[src/rtl/alu_serial_nbit_if.sv]
// Operand/result handshake bundle for alu_serial_nbit.
// The abort signal exists only when ALU_ABORT_EN is defined.
interface alu_serial_nbit_if #(
  parameter int unsigned WIDTH = 8
);
  logic             in_valid;
  logic             in_ready;
  logic [WIDTH-1:0] a;
  logic [WIDTH-1:0] b;
  logic [1:0]       ALUcontrol;
  logic             out_valid;
  logic             out_ready;
  logic [WIDTH-1:0] result;
  logic             Z;
  logic             N;
  logic             C;
  logic             V;
  logic             busy;
`ifdef ALU_ABORT_EN
  logic             abort;

  modport master (
    output in_valid, a, b, ALUcontrol, out_ready, abort,
    input  in_ready, out_valid, result, Z, N, C, V, busy
  );
  modport slave (
    input  in_valid, a, b, ALUcontrol, out_ready, abort,
    output in_ready, out_valid, result, Z, N, C, V, busy
  );
`else
  modport master (
    output in_valid, a, b, ALUcontrol, out_ready,
    input  in_ready, out_valid, result, Z, N, C, V, busy
  );
  modport slave (
    input  in_valid, a, b, ALUcontrol, out_ready,
    output in_ready, out_valid, result, Z, N, C, V, busy
  );
`endif
endinterface

[src/rtl/alu_serial_nbit.sv]
// Serial N-bit ALU (ADD/SUB/AND/OR) stepping a SLICE-bit datapath LSB-first, with Z/N/C/V flags.
// Optional ALU_ABORT_EN adds an abort input that cancels an operation in progress.
module alu_serial_nbit #(
  parameter int unsigned WIDTH = 8,
  parameter int unsigned SLICE = 1
) (
  input logic              clk,
  input logic              reset,
  alu_serial_nbit_if.slave io
);

  localparam int unsigned STEPS = WIDTH / SLICE;
  localparam int unsigned CW    = (STEPS > 1) ? $clog2(STEPS) : 1;
  localparam logic [CW-1:0] LAST = CW'(STEPS - 1);
  localparam int unsigned MSB   = WIDTH - 1;

  generate
    if (WIDTH < 2 || (WIDTH % SLICE) != 0) begin : g_bad_cfg
      $error("alu_serial_nbit: WIDTH must be >= 2 and a multiple of SLICE");
    end
  endgenerate

  typedef enum logic [1:0] {
    ST_IDLE,
    ST_RUN,
    ST_DONE
  } state_t;

  state_t state, state_n;

  logic [WIDTH-1:0] a_q, b_q, be_q, acc, result_q;
  logic [1:0]       op_q;
  logic             carry;
  logic [CW-1:0]    count;
  logic             z_q, n_q, c_q, v_q;
  logic             abort_w;

  logic [SLICE-1:0] a_s, b_s, be_s, slice_val;
  logic [SLICE:0]   sum;
  logic [WIDTH-1:0] acc_n;
  int unsigned      base;
  logic             last_step, arith;
  logic             z_n, n_n, c_n, v_n;
  logic             in_ready_c, out_valid_c, busy_c;

`ifdef ALU_ABORT_EN
  assign abort_w = io.abort;
`else
  assign abort_w = 1'b0;
`endif

  always_comb begin
    base      = 32'(count) * SLICE;
    a_s       = a_q[base +: SLICE];
    b_s       = b_q[base +: SLICE];
    be_s      = be_q[base +: SLICE];
    sum       = {1'b0, a_s} + {1'b0, be_s} + {{SLICE{1'b0}}, carry};
    case (op_q)
      2'b10:   slice_val = a_s & b_s;
      2'b11:   slice_val = a_s | b_s;
      default: slice_val = sum[SLICE-1:0];
    endcase
    acc_n             = acc;
    acc_n[base +: SLICE] = slice_val;
    last_step = (count == LAST);
    arith     = ~op_q[1];
    z_n       = (acc_n == '0);
    n_n       = acc_n[MSB];
    c_n       = arith & sum[SLICE];
    v_n       = arith & (a_q[MSB] ~^ be_q[MSB]) & (acc_n[MSB] ^ a_q[MSB]);
  end

  always_ff @(posedge clk or posedge reset) begin
    if (reset) state <= ST_IDLE;
    else       state <= state_n;
  end

  always_comb begin
    state_n     = state;
    in_ready_c  = 1'b0;
    out_valid_c = 1'b0;
    busy_c      = 1'b0;
    case (state)
      ST_IDLE: begin
        in_ready_c = ~reset;
        if (io.in_valid) state_n = ST_RUN;
      end
      ST_RUN: begin
        busy_c = 1'b1;
        if (abort_w)        state_n = ST_IDLE;
        else if (last_step) state_n = ST_DONE;
      end
      ST_DONE: begin
        busy_c      = 1'b1;
        out_valid_c = 1'b1;
        if (io.out_ready) state_n = ST_IDLE;
      end
      default: state_n = ST_IDLE;
    endcase
  end

  // Slices build up in acc; result/flags commit only on the final step, so an
  // aborted op leaves the previously delivered result and flags untouched.
  always_ff @(posedge clk or posedge reset) begin
    if (reset) begin
      a_q      <= '0;
      b_q      <= '0;
      be_q     <= '0;
      op_q     <= '0;
      carry    <= 1'b0;
      count    <= '0;
      acc      <= '0;
      result_q <= '0;
      z_q      <= 1'b0;
      n_q      <= 1'b0;
      c_q      <= 1'b0;
      v_q      <= 1'b0;
    end else begin
      case (state)
        ST_IDLE: begin
          if (io.in_valid) begin
            a_q   <= io.a;
            b_q   <= io.b;
            be_q  <= io.ALUcontrol[0] ? ~io.b : io.b;
            op_q  <= io.ALUcontrol;
            carry <= io.ALUcontrol[0];
            count <= '0;
            acc   <= '0;
          end
        end
        ST_RUN: begin
          if (!abort_w) begin
            acc   <= acc_n;
            carry <= sum[SLICE];
            count <= count + 1'b1;
            if (last_step) begin
              result_q <= acc_n;
              z_q      <= z_n;
              n_q      <= n_n;
              c_q      <= c_n;
              v_q      <= v_n;
            end
          end
        end
        default: ;
      endcase
    end
  end

  assign io.in_ready  = in_ready_c;
  assign io.out_valid = out_valid_c;
  assign io.busy      = busy_c;
  assign io.result    = result_q;
  assign io.Z         = z_q;
  assign io.N         = n_q;
  assign io.C         = c_q;
  assign io.V         = v_q;

endmodule

[src/flat_wrapper.sv]
// flat-port wrapper written by rule: the top's interface ports become plain ports
module alu_serial_nbit_flat 
#(
  parameter int unsigned WIDTH = 8,
  parameter int unsigned SLICE = 1
)
  (clk, reset, io_in_valid, io_a, io_b, io_ALUcontrol, io_out_ready, io_in_ready, io_out_valid, io_result, io_Z, io_N, io_C, io_V, io_busy);
  alu_serial_nbit_if #(.WIDTH(WIDTH)) io_i ();
  input logic clk;
  input logic reset;
  input wire logic [$bits(io_i.in_valid)-1:0] io_in_valid;
  input wire logic [$bits(io_i.a)-1:0] io_a;
  input wire logic [$bits(io_i.b)-1:0] io_b;
  input wire logic [$bits(io_i.ALUcontrol)-1:0] io_ALUcontrol;
  input wire logic [$bits(io_i.out_ready)-1:0] io_out_ready;
  output wire logic [$bits(io_i.in_ready)-1:0] io_in_ready;
  output wire logic [$bits(io_i.out_valid)-1:0] io_out_valid;
  output wire logic [$bits(io_i.result)-1:0] io_result;
  output wire logic [$bits(io_i.Z)-1:0] io_Z;
  output wire logic [$bits(io_i.N)-1:0] io_N;
  output wire logic [$bits(io_i.C)-1:0] io_C;
  output wire logic [$bits(io_i.V)-1:0] io_V;
  output wire logic [$bits(io_i.busy)-1:0] io_busy;
  assign io_i.in_valid = io_in_valid;
  assign io_i.a = io_a;
  assign io_i.b = io_b;
  assign io_i.ALUcontrol = io_ALUcontrol;
  assign io_i.out_ready = io_out_ready;
  assign io_in_ready = io_i.in_ready;
  assign io_out_valid = io_i.out_valid;
  assign io_result = io_i.result;
  assign io_Z = io_i.Z;
  assign io_N = io_i.N;
  assign io_C = io_i.C;
  assign io_V = io_i.V;
  assign io_busy = io_i.busy;
  alu_serial_nbit #(.WIDTH(WIDTH), .SLICE(SLICE)) u_core (.clk(clk), .reset(reset), .io(io_i));
endmodule
[config.mk]
export PLATFORM = sky130hd
export DESIGN_NAME = alu_serial_nbit_flat
export DESIGN_NICKNAME = d
export VERILOG_FILES = /design/src/rtl/alu_serial_nbit_if.sv /design/src/rtl/alu_serial_nbit.sv /design/src/flat_wrapper.sv
export SDC_FILE = /design/constraint.sdc
export NUM_CORES = 1
export LEC_CHECK = 0
export CORE_ASPECT_RATIO = 0.9
export CORE_MARGIN = 2
export CORE_UTILIZATION = 45
export DETAILED_ROUTE_END_ITERATION = 12
export MAX_ROUTING_LAYER = met4
export PLACE_DENSITY = 0.74
export SETUP_SLACK_MARGIN = 0.2
export SYNTH_ARGS = -nofsm -noshare
export SYNTH_HDL_FRONTEND = slang
export SYNTH_SLANG_ARGS = --single-unit
export TNS_END_PERCENT = 20
[constraint.sdc]
create_clock -name clk -period 4.45 [get_ports clk]
set_input_delay 0.89 -clock clk [delete_from_list [all_inputs] [get_ports clk]]
set_output_delay 0.89 -clock clk [all_outputs]
set_load 0.01 [all_outputs]
; After elaboration in Yosys (flattened, before gate mapping)
; Cells that the tools add are included.
[word_totals]
regBits = 52
latch_bits = 0
mem_bits_rw = 0
mem_bits_ro = 0
output_inout_bits = 15
elab_cells = 64
mem_count = 0
[op_classes]
add_sub_neg = 4
mul = 0
div = 0
magnitude_cmp = 0
eq_ne = 8
n_shift = 5
mux = 16
bitwise_logic = 10
reduce_logical = 8
[ops]
columns = op, n
row1 = $neg 3->34, 1
row2 = $shift 1x34->8 const A, 1
row3 = $shiftx 1x34->8, 1
row4 = $shiftx 8x4->1, 3
row5 = $mux 8, 2
row6 = $pmux 8 s2, 1
row7 = $bwmux 8, 1
row8 = $logic_not 8->1, 1
row9 = $not 8->8, 1
row10 = $eq 2x2->1 const B, 3
row11 = $mux 2, 3
row12 = $pmux 2 s3, 1
row13 = $pmux 3 s2, 1
row14 = $reduce_and 2->1, 3
row15 = $and 1x1->1, 4
row16 = $mux 1, 4
row17 = $ne 2x2->1 const B, 2
row18 = $pmux 1 s2, 2
row19 = $add 3x1->3 const B, 1
row20 = $eq 3x3->1 const B, 1
row21 = $mux 3, 1
row22 = $reduce_and 3->1, 1
row23 = $add 1x1->2, 1
row24 = $add 2x1->2, 1
row25 = 9 further kinds, 10

; Logic depth before layout (Yosys ltp)
; Gate-level depths: netlist of the first run.
[logic_depth]
depth_word = 8
ltp_mapped = 12
depth_no_buf = 9

; Worst setup path before layout of the first run
; OpenSTA, ideal clock, no wires.
[synth_path]
path_kind = flip-flop to flip-flop
from = reg u_core.count[0]
to = reg u_core.v_q, in the netlist u_core.io.V
setup_ns = 0.125
arrival_time_ns = 2.553
slack_ns = 1.772
path_stages_with_launch = 13
n_path_buf = 3
synth_period_minus_slack_ns = 2.678
cell_sequence = dfrtp_1 > buf_6 > clkbuf_1 > inv_1 > ha_1 > ha_1 > clkbuf_1 > nand2b_1 > nor3_1 > mux2i_1 > nor3_1 > a21oi_1 > o31ai_1
[synth_via]
elab_chain_cells = 8
word_cells_on_any_way = 16
[synth_lines]
columns = item, line
row1 = start: declaration, alu_serial_nbit.sv:34  ; logic [CW-1:0] count;
row2 = start signal: assignment, alu_serial_nbit.sv:135  ; count <= count + 1'b1;
row3 = $shiftx 8x4->1 (on tied branches), "alu_serial_nbit.sv:54, alu_serial_nbit.sv:56"
row4 = $add 1x1->2, alu_serial_nbit.sv:57  ; sum = {1'b0, a_s} + {1'b0, be_s} + {{SLICE{1'b0}}, carry};
row5 = $add 2x1->2, alu_serial_nbit.sv:57
row6 = $pmux 1 s2, alu_serial_nbit.sv:58  ; case (op_q)
row7 = $shiftx 1x34->8, alu_serial_nbit.sv:64  ; acc_n[base +: SLICE] = slice_val;
row8 = $bwmux 8, alu_serial_nbit.sv:64
row9 = $xor 1x1->1, alu_serial_nbit.sv:70  ; v_n = arith & (a_q[MSB] ~^ be_q[MSB]) & (acc_n[MSB] ^ a_q[MSB]);
row10 = $and 1x1->1, alu_serial_nbit.sv:70
row11 = end signal: assignment, alu_serial_nbit.sv:141  ; v_q <= v_n;
row12 = end: declaration, alu_serial_nbit.sv:35  ; logic z_q, n_q, c_q, v_q;
; Parallel ways exist; a longest one is shown, timed or not.
; A chain may end at the register's enable or synchronous reset.

; Final worst setup path of the first run
[layout_path]
from = reg u_core.count[0]
to = reg u_core.z_q, in the netlist u_core.io.Z
[layout_via]
elab_chain_cells = 7
word_cells_on_any_way = 15
[layout_lines]
columns = item, line
row1 = $shiftx 8x4->1 (on tied branches), "alu_serial_nbit.sv:54, alu_serial_nbit.sv:56"
row2 = $add 1x1->2, alu_serial_nbit.sv:57
row3 = $add 2x1->2, alu_serial_nbit.sv:57
row4 = $pmux 1 s2, alu_serial_nbit.sv:58
row5 = $shiftx 1x34->8, alu_serial_nbit.sv:64
row6 = $bwmux 8, alu_serial_nbit.sv:64
row7 = $logic_not 8->1, alu_serial_nbit.sv:67  ; z_n = (acc_n == '0);
row8 = end signal: assignment, alu_serial_nbit.sv:138  ; z_q <= z_n;
row9 = end: declaration, alu_serial_nbit.sv:35
; Parallel ways exist; a longest one is shown, timed or not.

==> results by group, run 1 <==
Run status
  – Outcome: completed

Worst setup path
  – Worst Path Max Fanout: 19
  – Critical-path cell list: mux4_2, mux2i_2, fa_1, inv_1, o22a_1, mux2i_1, a32o_1
  – CP top delay family: multiplexers
  – CP bufs+invs: 1
  – Type of the worst setup path: reg2reg
  – CP Launch Type: register
  – Worst path max stage delay: 0.79 ns
  – Crit. End Element: register
  – Slowest cell on crit path: dfrtp_1
  – Worst Path Arrival: 3.44 ns
  – Worst Path Required: roughly 4.7 ns

Floorplanning
  – Core area: 6050 µm²
  – Initial Util: 46.2%
  – Die Y: approximately 80 µm
  – Die Area: 6860 µm²
  – I/O Pins: 37
  – Die Wd: 87.1 µm
  – Site row count: 27

Drt
  – Total Routed Length: 5.63 mm
  – Detailed-route via count: 2108
  – DR pass1 iterations: 4
  – Post-route ant nets: 0
  – WL/cell: 15.2 µm
  – Drt drc: 0
  – Post-DR vias/cell: approximately 5.7
  – First DRT Iteration DRCs: 120

STA
  – Slew HR: 26.1%
  – Slew Viols, Final: 0
  – Worst-margin pin slew: ~1.1 ns
  – Fin Clk Skew: 0.00533 ns
  – Tmin final: 3.24 ns
  – # setup viols final: 0
  – RSZ-0062 raised after global routing: no
  – Tcrit/Tclk final: 72.8%
  – Setup Total Neg Slack: 0 ns
  – Final Hold Fails: 0
  – Fmax achieved: slightly above 0.3 GHz
  – Hold slack: 0.485 ns

Clock tree
  – Root buf cell: clkbuf_8
  – Post-CTS sizing: 0
  – Clock Latency Late Sink: 0.31 ns
  – Clk slew on worst S/H paths: 0.09 ns
  – H-tree levels: 2
  – CTS sink cnt: 51
  – CTS Hold Buffers Added: 0
  – Clk buf depth: 2
  – CTS Buf Count: 5
  – Post-CTS setup buffers: 0
  – TritonCTS clock tree: yes

GRT
  – Number of global-route vias before repair: 2028
  – Initial antenna violation count: 0
  – Gr usage total: 18.1%
  – Overflow after GRT: 0
  – Global-route wire length before repair: 9.60 mm
  – Largest net degree at the start of global routing: 52

Logic synthesis
  – Seq/Total Area, Yosys: 45.7%
  – #FFs+latches synth: 51
  – Synth warn: 0
  – Synthesized Nets: 303
  – Most numerous cell in the Yosys netlist: dfrtp_1
  – Post-Synthesis Cells: around 270
  – Leading cell types by count after synthesis: dfrtp_1 (51), nand2_1 (31), o21ai_0 (25)
  – Async S/R FF share, synth: 100%
  – Mapped Area: 2800 µm²
  – Ranking of synthesized cells by area: dfrtp_1 (46%), mux2_2 (7.7%), o21ai_0 (4.5%)
  – Post-synth EDFFs: 0
  – Top cell type's share of synthesized area: a little under half
  – Yosys cell types: 43
  – Post-synth top flop: dfrtp_1
  – Dominant cell type by area after synthesis: dfrtp_1
  – Syn_area_per_cell: 10.2 µm²

Placement
  – RePlAce Congestion: between 0.8 and 0.9
  – Post-DP HPWL: 4.07 mm
  – PortBufs: 36

Power
  – Worst vdd ir: just over 0.3 mV
  – Static Leakage: 1.37 nW
  – Pwr per Cell Area: 660 nW/µm²

Cells and area
  – N_diodes: 0
  – Area Growth Syn to Fin: 16.0%
  – FILL cells: 570
  – Layout Nets: about 330
  – Layout cells sized above 1: 11.7%

Hold path
  – HP Class: reg2reg

Job
  – Max Cap Viol: 0
path summary, 6_finish.rpt:
| kind | start | endpoint | slack, ns | depth (start not counted) |
|---|---|---|---|---|
| min reg2reg | u_core.be_q[3]$_DFFE_PP0P_ | u_core.be_q[3]$_DFFE_PP0P_ | 0.49 | 2 |
| max in group asynchronous | reset | u_core.io.result[6]$_DFFE_PP0P_ | 2.63 | 2 |
| min in group asynchronous | reset | u_core.state[1]$_DFFE_PP0P_ | 1.17 | 2 |
| max reg2reg | u_core.count[0]$_DFFE_PP0P_ | u_core.io.Z$_DFFE_PP0P_ | 1.21 | 7 |
| min | u_core.be_q[3]$_DFFE_PP0P_ | u_core.be_q[3]$_DFFE_PP0P_ | 0.49 | 2 |
| max | u_core.count[0]$_DFFE_PP0P_ | u_core.io.Z$_DFFE_PP0P_ | 1.21 | 7 |
area by class of cell:
| type | instances | area, µm² | share of cell area, % |
|---|---|---|---|
| clock inverter | 2 | 16.3 | 0.502 |
| timing repair buffer | 36 | 360 | 11.1 |
| multi-input combinational | 191 | 1370 | 42.3 |
| tap | 72 | 90.1 | 2.78 |
| sequential | 51 | 1280 | 39.4 |
| clock buffer | 6 | 82.6 | 2.55 |
| inverter | 12 | 45.0 | 1.39 |
cells in the final DEF, fill, tap and decap left out, drive strengths merged, types with 3 or more instances in the layout:
| cell | instances |
|---|---|
| o21a | 7 |
| clkbuf | 6 |
| nand3 | 7 |
| o21ai | 28 |
| mux2 | 19 |
| inv | 12 |
| nor2b | 3 |
| clkdlybuf4s50 | 36 |
| nor3 | 4 |
| xnor2 | 8 |
| o211ai | 7 |
| ha | 7 |
| a31oi | 9 |
| and2 | 3 |
| mux4 | 6 |
| o31ai | 3 |
| nor2 | 15 |
| dfrtp | 51 |
| mux2i | 7 |
| a21oi | 10 |
| nand2 | 31 |
| nand2b | 3 |
sequential cells by signal, summed over array words and instances, names as in the netlist:
| name | flops |
|---|---|
| u_core.carry | 1 |
| u_core.op_q | 2 |
| u_core.b_q | 8 |
| u_core.count | 3 |
| u_core.io.C | 1 |
| u_core.state | 2 |
| u_core.be_q | 8 |
| u_core.io.result | 8 |
| u_core.acc | 8 |
| u_core.a_q | 8 |
| u_core.io.V | 1 |
| u_core.io.Z | 1 |
routing by layer:
layer / up-vias / GRT usage, % / wire [µm] / part of all wire [%]
li1: 1018 / - / - / -
met1: 1025 / 23.1 / 2550 / 45
met2: 55 / 29.8 / 2780 / 49
met3: 10 / 3.12 / 224 / 4.0
met4: 0 / 5.16 / 85 / 1.5
met5: - / - / 0 / 0
worst min-delay path: stages, from the launching register on:
cell and delay, ns:
dfrtp_1 0.35, nand2_1 0.05, o21ai_0 0.06
cells by family (layout without fill, tap and decap cells):
family,count (synthesis),after routing,share of synthesized area [%]
AOI/OAI and AO/OA,73,73,16.2
and+or+nand+nor,70,70,11.2
muxes,32,32,15.3
DFF,51,51,45.7
buffers and inverters,31,56,5.24
adders and majority gates,8,8,3.85
xor gates and xnor gates,8,8,2.51
through the flow:
step	area [µm²]	worst slack [ns]	std cells	total power (W)	utilization [%]
2_1_floorplan	2800	1.77	273	0.00168	-
3_3_place_gp	3140	1.30	362	0.00182	52.0
3_5_place_dp	3140	1.21	362	0.00187	52.0
4_1_cts	3240	1.21	370	0.00216	53.6
5_1_grt	3240	0.973	370	0.00231	53.6
6_report	3240	1.21	370	0.00214	53.6
power breakdown:
group / internal, W / switching, W / total [W] / leakage [nW]
clock network: 0.000127 / 0.000157 / 0.000285 / 0.0474
registers: 0.000641 / 0.000155 / 0.000796 / 0.653
logic: 0.000477 / 0.000583 / 0.00106 / 0.666
total: 0.00124 / 0.000895 / 0.00214 / 1.37
Note: power is estimated with default switching activity, not from simulation.
==> run 2, diff against run 1 <==
- clock period: 4.45 -> 3 ns (I/O delays scaled with it)
==> run 2 against run 1 <==
Total power up 53%. Worst setup slack got worse by 0.78 ns. Critical endpoint is now u_core.io.result[3]$_DFFE_PP0P_. Die area is the same.
==> results by group, run 2 (same netlist as run 1, synthesis figures left out) <==
Run status
  – Outcome: completed

Power
  – Pwr per Cell Area: 996 nW/µm²
  – Worst vdd ir: 0.512 mV
  – Total chip power: 0.00328 W
  – Static Leakage: between 1 and 1.5 nW

Worst setup path
  – R2R Path Start: u_core.count[0]$_DFFE_PP0P_
  – R2r setup slk: 0.43 ns
  – Worst setup path endpoint: u_core.io.result[3]$_DFFE_PP0P_
  – Worst Path Arrival: approximately 2.8 ns
  – Crit. Startpoint: u_core.count[0]$_DFFE_PP0P_
  – Type of the worst setup path: reg2reg
  – Crit. End Element: register
  – Worst reg2reg endpoint: u_core.io.result[3]$_DFFE_PP0P_
  – Worst Path Required: 3.23 ns
  – Worst R2R Path Depth: 8
  – CP Launch Type: register
  – Worst Path Max Fanout: 16

Clock tree
  – Clock Latency Late Sink: roughly 0.31 ns
  – Clk buf depth: 2
  – Clk slew on worst S/H paths: about 0.09 ns
  – CTS Buf Count: 5
  – TritonCTS clock tree: yes
  – CTS Hold Buffers Added: 0
  – CTS sink cnt: 51
  – H-tree levels: 2
  – Root buf cell: clkbuf_8

Cells and area
  – Layout Nets: 334
  – Commonest non-fill, non-tap cells in the layout: dfrtp_1 (50), clkdlybuf4s50_1 (36), nand2_1 (31)
  – N_diodes: 0
  – Multi-input logic area: 1370 µm²
  – Area Growth Syn to Fin: 17.9%
  – FILL cells: 524
  – Utilization after layout: 54.5%
  – Layout cells sized above 1: 14.1%
  – Reg area: 1280 µm²
  – Commonest non-fill, non-tap cell in the layout: dfrtp_1

Placement
  – RePlAce Congestion: 0.917
  – PortBufs: 36
  – Post-DP HPWL: 4.16 mm
  – Setup WS pre-CTS: 0.286 ns

Drt
  – DR pass1 iterations: 4
  – Post-DR vias/cell: 5.63
  – Post-route ant nets: 0
  – Total Routed Length: 5.73 mm
  – WL/cell: 15.2 µm
  – Drt drc: 0
  – First DRT Iteration DRCs: 125
  – Detailed-route via count: 2123

STA
  – RSZ-0062 raised after global routing: no
  – Worst-margin pin slew: 0.671 ns
  – Fin Clk Skew: 0.00853 ns
  – Tmin final: approximately 2.6 ns
  – Slew HR: between 50 and 60%
  – Final Hold Fails: 0
  – Setup Total Neg Slack: 0 ns
  – # setup viols final: 0
  – Tcrit/Tclk final: a little under nine tenths
  – Fin worst setup slack: 0.426 ns
  – Slew Viols, Final: 0
  – Fmax achieved: 0.389 GHz

GRT
  – Gr usage total: 18.5%
  – Largest net degree at the start of global routing: 52
  – Number of global-route vias before repair: 2040
  – Global-route wire length before repair: roughly 10 mm
  – Initial antenna violation count: 0
  – Overflow after GRT: 0

Floorplanning
  – Die Area: 6860 µm²
  – Site row count: 27
  – I/O Pins: 37
  – Core area: 6050 µm²
  – Die Y: approximately 80 µm
  – Die Wd: 87.1 µm
  – Initial Util: a little under half

Hold path
  – Worst hold stages: 2
  – HP Class: reg2reg

Job
  – Max Cap Viol: 0
-- run 2: critical path, cell delays in order, from the launching register on --
cell and delay [ns]:
dfrtp_2 0.50, mux4_2 0.54, mux2i_2 0.23, fa_1 0.46, inv_1 0.08, o22a_1 0.20
buf_4 0.23, nor2_1 0.07, o21ai_0 0.17
-- run 2: worst min-delay path by stage --
stage	endpoint	slack (ns)	start
after floorplan	u_core.be_q[2]$_DFFE_PP0P_	0.44	u_core.be_q[2]$_DFFE_PP0P_
after global placement	u_core.io.result[0]$_DFFE_PP0P_	0.46	u_core.io.result[0]$_DFFE_PP0P_
after detailed placement	u_core.io.result[5]$_DFFE_PP0P_	0.48	u_core.io.result[5]$_DFFE_PP0P_
after CTS	u_core.io.result[5]$_DFFE_PP0P_	0.50	u_core.io.result[5]$_DFFE_PP0P_
after global routing	u_core.io.result[5]$_DFFE_PP0P_	0.51	u_core.io.result[5]$_DFFE_PP0P_
final	u_core.be_q[4]$_DFFE_PP0P_	0.49	u_core.be_q[4]$_DFFE_PP0P_
-- run 2: area by class of cell --
cell class | instances | share of cell area (%)
Clock buffer | 6 | 2.50
Clock inverter | 2 | 0.493
Inverter | 12 | 1.37
Multi-Input combinational cell | 191 | 41.6
Sequential cell | 51 | 38.7
Tap cell | 72 | 2.73
Timing Repair Buffer | 43 | 12.5
-- run 2: what timing repair did --
action / CTS / global route
endpoints found under the setup margin: 0 / 15
gates resized for setup: 0 / 1
hold endpoints to repair: 0 / 0
setup buffers: 0 / 0
-- run 2: metal layers --
| metal | vias to the layer above | track usage [%] | share of wire [%] | wire length [µm] |
|---|---|---|---|---|
| met5 | - | - | 0 | 0 |
| met1 | 1037 | 24.4 | 47 | 2690 |
| met3 | 8 | 3.43 | 3.7 | 213 |
| met2 | 50 | 29.5 | 48 | 2740 |
| met4 | 0 | 5.47 | 1.5 | 88 |
| li1 | 1028 | - | - | - |
-- run 2: through the flow --
| step | cells | hold WS, ns | instance area, µm² |
|---|---|---|---|
| floorplan | 273 | 0.445 | 2800 |
| global placement | 369 | 0.465 | 3200 |
| detailed placement | 369 | 0.477 | 3200 |
| CTS | 377 | 0.500 | 3300 |
| global route | 377 | 0.515 | 3300 |
| finish | 377 | 0.490 | 3300 |
-- run 2: where the power goes --
part,switching (W),internal [W],total (W),leakage (nW)
Combinational,0.000917,0.000775,0.00169,0.700
Clock,0.000239,0.000189,0.000427,0.0474
Sequential,0.000211,0.000952,0.00116,0.651
